$ cat config.mk
export PLATFORM = sky130hd
export DESIGN_NAME = sc_match_serializer_flat
export DESIGN_NICKNAME = d
export VERILOG_FILES = /design/src/rtl/sc_match_serializer_pkg.sv /design/src/rtl/sc_match_serializer_if.sv /design/src/rtl/sc_match_serializer_fifo.sv /design/src/rtl/sc_match_serializer.sv /design/src/flat_wrapper.sv
export SDC_FILE = /design/constraint.sdc
export NUM_CORES = 1
export LEC_CHECK = 0
export ABC_AREA = 1
export BUFFER_PORTS_ARGS = -buffer_cell sky130_fd_sc_hd__buf_2
export CAP_MARGIN = 20
export CORE_ASPECT_RATIO = 1.5
export CORE_MARGIN = 2
export CORE_UTILIZATION = 25
export CTS_CLUSTER_SIZE = 24
export DETAILED_ROUTE_END_ITERATION = 12
export GPL_ROUTABILITY_DRIVEN = 1
export SETUP_SLACK_MARGIN = 0.3
export SLEW_MARGIN = 0
export SYNTH_ARGS = -nofsm -noshare
export SYNTH_HDL_FRONTEND = slang
export SYNTH_SLANG_ARGS = --single-unit
$ cat constraint.sdc
create_clock -name clk -period 8.85 [get_ports clk]
set_input_delay 0.885 -clock clk [delete_from_list [all_inputs] [get_ports clk]]
set_output_delay 0.885 -clock clk [all_outputs]
set_load 0.01 [all_outputs]
$ cat src/rtl/sc_match_serializer_pkg.sv
// Shared types for the match serializer: FIFO entry layout, drop counter width, lane index sizing.
// The entry is sized for the largest supported configuration. Smaller builds leave the upper bits at zero.
package sc_pkg;

  localparam int DROP_CNT_W    = 8;
  localparam int SC_LANE_W_MAX = 8;
  localparam int SC_TIME_W_MAX = 32;

  typedef struct packed {
    logic [SC_LANE_W_MAX-1:0] lane;
    logic [SC_TIME_W_MAX-1:0] tstamp;
  } sc_entry_t;

  function automatic int lane_w(input int n_lanes);
    return (n_lanes > 1) ? $clog2(n_lanes) : 1;
  endfunction

endpackage

$ cat src/rtl/sc_match_serializer_if.sv
// Scored-match handshake from the serializer to the score accumulator.
// The master holds every payload field stable while out_valid && !out_ready.
interface sc_match_serializer_if
  import sc_pkg::*;
#(
  parameter int LANE_W = lane_w(37),
  parameter int TIME_W = 16
);
  logic              out_valid;
  logic              out_ready;
  logic [LANE_W-1:0] out_lane;
  logic [TIME_W-1:0] out_dt;
  logic              out_late;

  modport master (output out_valid, out_lane, out_dt, out_late, input out_ready);
  modport slave  (input out_valid, out_lane, out_dt, out_late, output out_ready);
endinterface

$ cat src/rtl/sc_match_serializer_fifo.sv
// Synchronous FIFO built on wrap-around pointers that carry one extra MSB. Reads are zero-latency from the head.
// A push is refused when full and a pop is refused when empty. Full is judged on pre-edge occupancy.
module sc_sync_fifo #(
  parameter int WIDTH = 8,
  parameter int DEPTH = 8,
  localparam int AW   = $clog2(DEPTH)
) (
  input  logic             clk,
  input  logic             rst_n,
  input  logic             push,
  input  logic [WIDTH-1:0] push_dat,
  input  logic             pop,
  output logic [WIDTH-1:0] pop_dat,
  output logic             full,
  output logic             empty,
  output logic [AW:0]      level
);
  logic [WIDTH-1:0] mem [DEPTH];
  logic [AW:0]      wr_ptr, rd_ptr;
  logic             do_push, do_pop;

  assign full    = (wr_ptr[AW] != rd_ptr[AW]) && (wr_ptr[AW-1:0] == rd_ptr[AW-1:0]);
  assign empty   = (wr_ptr == rd_ptr);
  assign do_push = push && !full;
  assign do_pop  = pop && !empty;
  assign pop_dat = mem[rd_ptr[AW-1:0]];

  always_ff @(posedge clk) begin
    if (do_push) mem[wr_ptr[AW-1:0]] <= push_dat;
  end

  always_ff @(posedge clk or negedge rst_n) begin
    if (!rst_n) begin
      wr_ptr <= '0;
      rd_ptr <= '0;
      level  <= '0;
    end else begin
      if (do_push) wr_ptr <= wr_ptr + (AW+1)'(1);
      if (do_pop)  rd_ptr <= rd_ptr + (AW+1)'(1);
      case ({do_push, do_pop})
        2'b10:   level <= level + (AW+1)'(1);
        2'b01:   level <= level - (AW+1)'(1);
        default: level <= level;
      endcase
    end
  end
endmodule

$ cat src/rtl/sc_match_serializer.sv
// Turns per-lane match pulses into one scored match per handshake. Latency is 3 cycles from trigger to out_valid when idle.
// Under backpressure the FIFO fills first, then lanes park in pend. A retrigger on a parked lane is counted in drop_cnt.
module sc_match_serializer
  import sc_pkg::*;
#(
  parameter int N_LANES    = 37,
  parameter int TIME_W     = 16,
  parameter int FIFO_DEPTH = 8,
  parameter bit WRAP_EN    = 1'b0
) (
  input  logic                        clk,
  input  logic                        rst_n,
  input  logic [TIME_W-1:0]           song_time,
  input  logic [N_LANES-1:0]          match_trigger,
  input  logic [N_LANES*TIME_W-1:0]   match_time,
  sc_match_serializer_if.master       out_if,
  output logic [DROP_CNT_W-1:0]       drop_cnt,
  output logic [$clog2(FIFO_DEPTH):0] fifo_level
);
  localparam int LANE_W = lane_w(N_LANES);
  localparam int SUM_W  = DROP_CNT_W + LANE_W + 1;
  localparam logic [DROP_CNT_W-1:0] DROP_MAX = '1;
  localparam logic [TIME_W-1:0]     HALF     = {1'b1, {(TIME_W-1){1'b0}}};

  logic [N_LANES-1:0] pend, grant_oh, drop_vec;
  logic [TIME_W-1:0]  ptime [N_LANES];
  logic               grant_vld, push, pop, fifo_full, fifo_empty;
  logic [LANE_W-1:0]  grant_idx;
  logic [TIME_W-1:0]  grant_time, head_note, diff, dt_calc;
  logic               late_calc, unused_head;
  logic [LANE_W:0]    n_drop;
  logic [SUM_W-1:0]   drop_sum;
  sc_entry_t          push_entry, head;

  // Ascending scan: the last pending lane seen is the highest index, which wins.
  always_comb begin
    grant_vld  = 1'b0;
    grant_idx  = '0;
    grant_time = '0;
    for (int i = 0; i < N_LANES; i++) begin
      if (pend[i]) begin
        grant_vld  = 1'b1;
        grant_idx  = LANE_W'(i);
        grant_time = ptime[i];
      end
    end
  end

  assign push = grant_vld && !fifo_full;

  always_comb begin
    grant_oh = '0;
    for (int i = 0; i < N_LANES; i++) grant_oh[i] = push && (grant_idx == LANE_W'(i));
  end

  assign drop_vec = match_trigger & pend & ~grant_oh;

  always_comb begin
    n_drop = '0;
    for (int i = 0; i < N_LANES; i++) n_drop = n_drop + (LANE_W+1)'(drop_vec[i]);
  end

  assign drop_sum = SUM_W'(drop_cnt) + SUM_W'(n_drop);

  // A retrigger in the grant cycle replaces the capture instead of being dropped.
  always_ff @(posedge clk or negedge rst_n) begin
    if (!rst_n) begin
      pend <= '0;
      for (int i = 0; i < N_LANES; i++) ptime[i] <= '0;
      drop_cnt <= '0;
    end else begin
      for (int i = 0; i < N_LANES; i++) begin
        if (match_trigger[i] && (!pend[i] || grant_oh[i])) begin
          pend[i]  <= 1'b1;
          ptime[i] <= match_time[i*TIME_W +: TIME_W];
        end else if (grant_oh[i]) begin
          pend[i] <= 1'b0;
        end
      end
      drop_cnt <= (drop_sum > SUM_W'(DROP_MAX)) ? DROP_MAX : drop_sum[DROP_CNT_W-1:0];
    end
  end

  always_comb begin
    push_entry        = '0;
    push_entry.lane   = SC_LANE_W_MAX'(grant_idx);
    push_entry.tstamp = SC_TIME_W_MAX'(grant_time);
  end

  sc_sync_fifo #(
    .WIDTH ($bits(sc_entry_t)),
    .DEPTH (FIFO_DEPTH)
  ) u_fifo (
    .clk      (clk),
    .rst_n    (rst_n),
    .push     (push),
    .push_dat (push_entry),
    .pop      (pop),
    .pop_dat  (head),
    .full     (fifo_full),
    .empty    (fifo_empty),
    .level    (fifo_level)
  );

  assign unused_head = ^{head.lane, head.tstamp};
  assign head_note   = head.tstamp[TIME_W-1:0];
  assign diff        = song_time - head_note;

  always_comb begin
    if (WRAP_EN) begin
      late_calc = (diff <= HALF);
      dt_calc   = late_calc ? diff : (TIME_W'(0) - diff);
    end else begin
      late_calc = (song_time >= head_note);
      dt_calc   = late_calc ? diff : (head_note - song_time);
    end
  end

  assign pop = (!out_if.out_valid || out_if.out_ready) && !fifo_empty;

  always_ff @(posedge clk or negedge rst_n) begin
    if (!rst_n) begin
      out_if.out_valid <= 1'b0;
      out_if.out_lane  <= '0;
      out_if.out_dt    <= '0;
      out_if.out_late  <= 1'b0;
    end else if (!out_if.out_valid || out_if.out_ready) begin
      out_if.out_valid <= !fifo_empty;
      if (!fifo_empty) begin
        out_if.out_lane <= head.lane[LANE_W-1:0];
        out_if.out_dt   <= dt_calc;
        out_if.out_late <= late_calc;
      end
    end
  end
endmodule

$ cat src/flat_wrapper.sv
// flat-port wrapper written by rule: the top's interface ports become plain ports
module sc_match_serializer_flat import sc_pkg::*;
#(
  parameter int N_LANES    = 37,
  parameter int TIME_W     = 16,
  parameter int FIFO_DEPTH = 8,
  parameter bit WRAP_EN    = 1'b0
)
  (clk, rst_n, song_time, match_trigger, match_time, drop_cnt, fifo_level, out_if_out_valid, out_if_out_lane, out_if_out_dt, out_if_out_late, out_if_out_ready);
  sc_match_serializer_if #(.LANE_W(6), .TIME_W(TIME_W)) out_if_i ();
  input  logic clk;
  input  logic rst_n;
  input  logic [TIME_W-1:0] song_time;
  input  logic [N_LANES-1:0] match_trigger;
  input  logic [N_LANES*TIME_W-1:0] match_time;
  output logic [DROP_CNT_W-1:0] drop_cnt;
  output logic [$clog2(FIFO_DEPTH):0] fifo_level;
  output wire logic [$bits(out_if_i.out_valid)-1:0] out_if_out_valid;
  output wire logic [$bits(out_if_i.out_lane)-1:0] out_if_out_lane;
  output wire logic [$bits(out_if_i.out_dt)-1:0] out_if_out_dt;
  output wire logic [$bits(out_if_i.out_late)-1:0] out_if_out_late;
  input wire logic [$bits(out_if_i.out_ready)-1:0] out_if_out_ready;
  assign out_if_out_valid = out_if_i.out_valid;
  assign out_if_out_lane = out_if_i.out_lane;
  assign out_if_out_dt = out_if_i.out_dt;
  assign out_if_out_late = out_if_i.out_late;
  assign out_if_i.out_ready = out_if_out_ready;
  sc_match_serializer #(.N_LANES(N_LANES), .TIME_W(TIME_W), .FIFO_DEPTH(FIFO_DEPTH), .WRAP_EN(WRAP_EN)) u_core (.clk(clk), .rst_n(rst_n), .song_time(song_time), .match_trigger(match_trigger), .match_time(match_time), .out_if(out_if_i), .drop_cnt(drop_cnt), .fifo_level(fifo_level));
endmodule
==> results by group <==
Run status
  – Result of the run: complete, no violations

Power and ir drop
  – Power per Cell Area: 305 nW/µm²
  – Static Leak: 25.0 nW
  – IR drop worst, VDD: 0.366 mV

STA
  – Normalized max-slew margin: 0.326
  – Least-Margin Pin Slew: approximately 1000 ps
  – Final clock period utilization by the worst path: 0.914
  – RSZ-0062 raised after global routing: false
  – Final Critical Period: 8090 ps
  – Final setup violation count: 0
  – Achievable frequency: about 120 MHz
  – Number of pins with negative max-slew slack in the final report: 0
  – Total Neg Setup Slack: 0 ps
  – Post-route clock skew: 54.9 ps
  – Final Hold Vio Count: 0

Die
  – CORE AREA: 166000 µm²
  – Vert. Die Dim: 504 µm
  – Io pins: 684
  – Count of standard-cell rows: 183
  – Initial standard-cell utilization of the core: 0.251
  – Die Span X: 337 µm
  – Overall die area: between 150000 and 200000 µm²

Worst setup path
  – Required time worst endpoint: 9490 ps
  – Critical Path Fanout Max: 10
  – Slowest cell delay on critical path: 570 ps
  – Critical-path top delay cell: fa_1
  – Setup crit start kind: flip-flop
  – Crit path capture type: flip-flop
  – Critical path data arrival time: 8730 ps
  – Critical path class: flip-flop to flip-flop
  – Cell occurring most often along the worst timing path: fa_1

Routing
  – Via density: between 5 and 6
  – Remaining design rule violation count: 0
  – Count of nets left with antenna violations after detail routing: 0
  – First-iteration detailed-routing DRC count: 3806
  – Number of detailed-routing iterations run before antenna repair: 6
  – Via count: 38262
  – Wirelength per Cell: 24.8 µm
  – Total wire length: 189000 µm

Logic synthesis
  – Library cell occupying the most area in the post-synthesis netlist: dfrtp_1
  – Post-synthesis sequential area ratio: 0.532
  – Count of flip-flops with a built-in enable after synthesis: around 180
  – Average cell area after synthesis: 8.94 µm²
  – Warnings, synthesis: 0
  – Flip-flop and latch count after synthesis: about 850
  – Most instantiated cells after synthesis: nand2_1, dfrtp_1, nand3_1, nor2_1, inv_1
  – Synth async-reset ratio: 0.793
  – Netlist cell types: 55
  – Area of the mapped netlist: ~42000 µm²
  – Ys flop type: dfrtp_1
  – Cells taking the most area after synthesis: dfrtp_1, nand2_1, edfxtp_1, nand3_1, o21ai_0
  – Count of mapped cells out of synthesis: 4652
  – Number of nets produced by synthesis: 5386
  – Count leader, synth: nand2_1
  – Top-area cell type share of the netlist area: 0.405

Finish
  – Final net count: between 6000 and 7000
  – Growth of design area from synthesis to finish: 23.2%
  – Register Area: 22100 µm²
  – Layout cell share with drive strength beyond 1: 0.229
  – Multi-input logic area: 17600 µm²
  – Number of non-filler instances in the completed layout: 7649
  – Count of filler cells inserted in the layout: about 17000

Placed design
  – Detailed Place HPWL: around 150000 µm
  – IO buf count: 683
  – Routability Congestion: approximately 0.94
  – Cell Count Post-Placement: 7442

Clock tree
  – CTS max path bufs: 3
  – Clock H-tree levels: 3
  – Clock transition at path regs: around 60 ps
  – CTS root buf: clkbuf_16
  – Clock latency reported for the late side of the worst-skew pair: 720 ps
  – Number of clock sinks: 849
  – TritonCTS clock tree: built
  – CTS Buf Count: 93

Job
  – Max-cap viol count: 0

GRT
  – Largest net degree at the start of global routing: ~150
  – Global-route wire length before repair: 267000 µm
  – GRT overflow: 0
  – Number of global-route vias before repair: 37613
  – Number of antenna violations at the first check in global routing: 31
  – GRT Resource Usage Total: 0.217

Min path
  – Worst min-delay path category: input port to asynchronous set/reset pin
metrics by stage:
| stage | total power [W] | setup WS, ps | utilization | hold WS (ps) | cell area (µm²) |
|---|---|---|---|---|---|
| after detailed placement | 0.0113 | 59.8 | 0.288 | 453 | 47600 |
| after global placement | 0.0113 | 62.3 | 0.288 | 448 | 47600 |
| after global routing | 0.0167 | 320 | 0.309 | 280 | 51200 |
| final | 0.0156 | 761 | 0.310 | 202 | 51200 |
| after CTS | 0.0155 | 307 | 0.308 | 218 | 51000 |
| after floorplan | 0.00921 | 1070 | - | 437 | 41600 |
sequential cells by signal, indices dropped and copies added, names as in the netlist:
| name | cells |
|---|---|
| u_core.u_fifo.level | 4 |
| u_core.u_fifo.mem | 176 |
| u_core.out_if.out_dt | 16 |
| u_core.out_if.out_lane | 6 |
| u_core.drop_cnt | 8 |
| u_core.ptime | 592 |
| u_core.out_if.out_late | 1 |
| u_core.out_if.out_valid | 1 |
| u_core.u_fifo.rd_ptr | 4 |
| u_core.pend | 37 |
| u_core.u_fifo.wr_ptr | 4 |
final timing paths:
| check | from | to | slack (ps) | depth (start not counted) |
|---|---|---|---|---|
| setup / recovery | u_core.pend[18]$_DFFE_PN0P_ | u_core.drop_cnt[2]$_DFF_PN0_ | 760 | 33 |
| hold / removal | rst_n | u_core.ptime[352]$_DFFE_PN0P_ | 200 | 1 |
| setup reg to reg | u_core.pend[18]$_DFFE_PN0P_ | u_core.drop_cnt[2]$_DFF_PN0_ | 760 | 33 |
| hold reg to reg | u_core.ptime[520]$_DFFE_PN0P_ | u_core.ptime[520]$_DFFE_PN0P_ | 470 | 2 |
| max in group asynchronous | rst_n | u_core.ptime[549]$_DFFE_PN0P_ | 6560 | 3 |
| min in group clk | match_time[445] | u_core.ptime[157]$_DFFE_PN0P_ | 390 | 3 |
power by group:
group	total, W	switching, W	internal [W]
clock network	0.00421	0.00176	0.00245
registers	0.00510	0.000291	0.00481
logic	0.00634	0.00409	0.00224
total	0.0156	0.00615	0.00950
layer usage:
metal | up-vias | track usage | part of all wire
met5 | - | 0 | 0.00091
met3 | 318 | 0.0396 | 0.087
met4 | 28 | 0.0822 | 0.039
met2 | 2043 | 0.348 | 0.45
met1 | 18685 | 0.291 | 0.42
li1 | 17188 | - | -
what timing repair did:
action / 4_1_cts / 5_1_grt
setup buffers: 1 / 15
hold buffers: 0 / 0
gates cloned: 0 / 1
setup endpoints to repair: 8 / 8
gates resized for setup: 4 / 27
pin swaps: 1 / 10
worst max-delay path: cells and delay by family (launching register included):
| kind | cells | cell delay [ps] |
|---|---|---|
| AO/OA/AOI/OAI | 4 | 570 |
| adder cells (fa/ha/maj) | 9 | 4190 |
| buffers and inverters | 7 | 600 |
| flip-flops | 1 | 450 |
| AND/OR/NAND/NOR | 13 | 2160 |
placed cells by master (no fill, tap or decap), types with 41 or more instances in the layout:
cell          n
nand3_1     611
o221a_2      76
nor2_1      210
inv_1       189
edfxtp_1    176
nand2_2      41
dfrtp_1     671
ha_1         53
a221oi_1     93
o22ai_1      46
o21ai_0     184
nand2_1    1603
clkbuf_16    94
buf_2       682
a21oi_1      93
buf_4       138
cells by family after synthesis:
| family | Yosys count | share of synthesized area |
|---|---|---|
| compound gates | 645 | 0.114 |
| mux | 19 | 0.00505 |
| xor+xnor | 33 | 0.00695 |
| flops | 849 | 0.532 |
| fa+ha+maj | 86 | 0.0318 |
| buf+inv | 463 | 0.0477 |
| simple gates | 2557 | 0.263 |
layout make-up:
class | instances | area share
Inverter | 224 | 0.0165
Clock buffer | 128 | 0.0517
Multi-Input combinational cell | 3341 | 0.344
Sequential cell | 849 | 0.432
Timing Repair Buffer | 825 | 0.0883
Antenna cell | 18 | 0.000879
Tap cell | 2220 | 0.0542
Clock inverter | 44 | 0.0129
No activity file was read; power rests on OpenSTA's default activity.
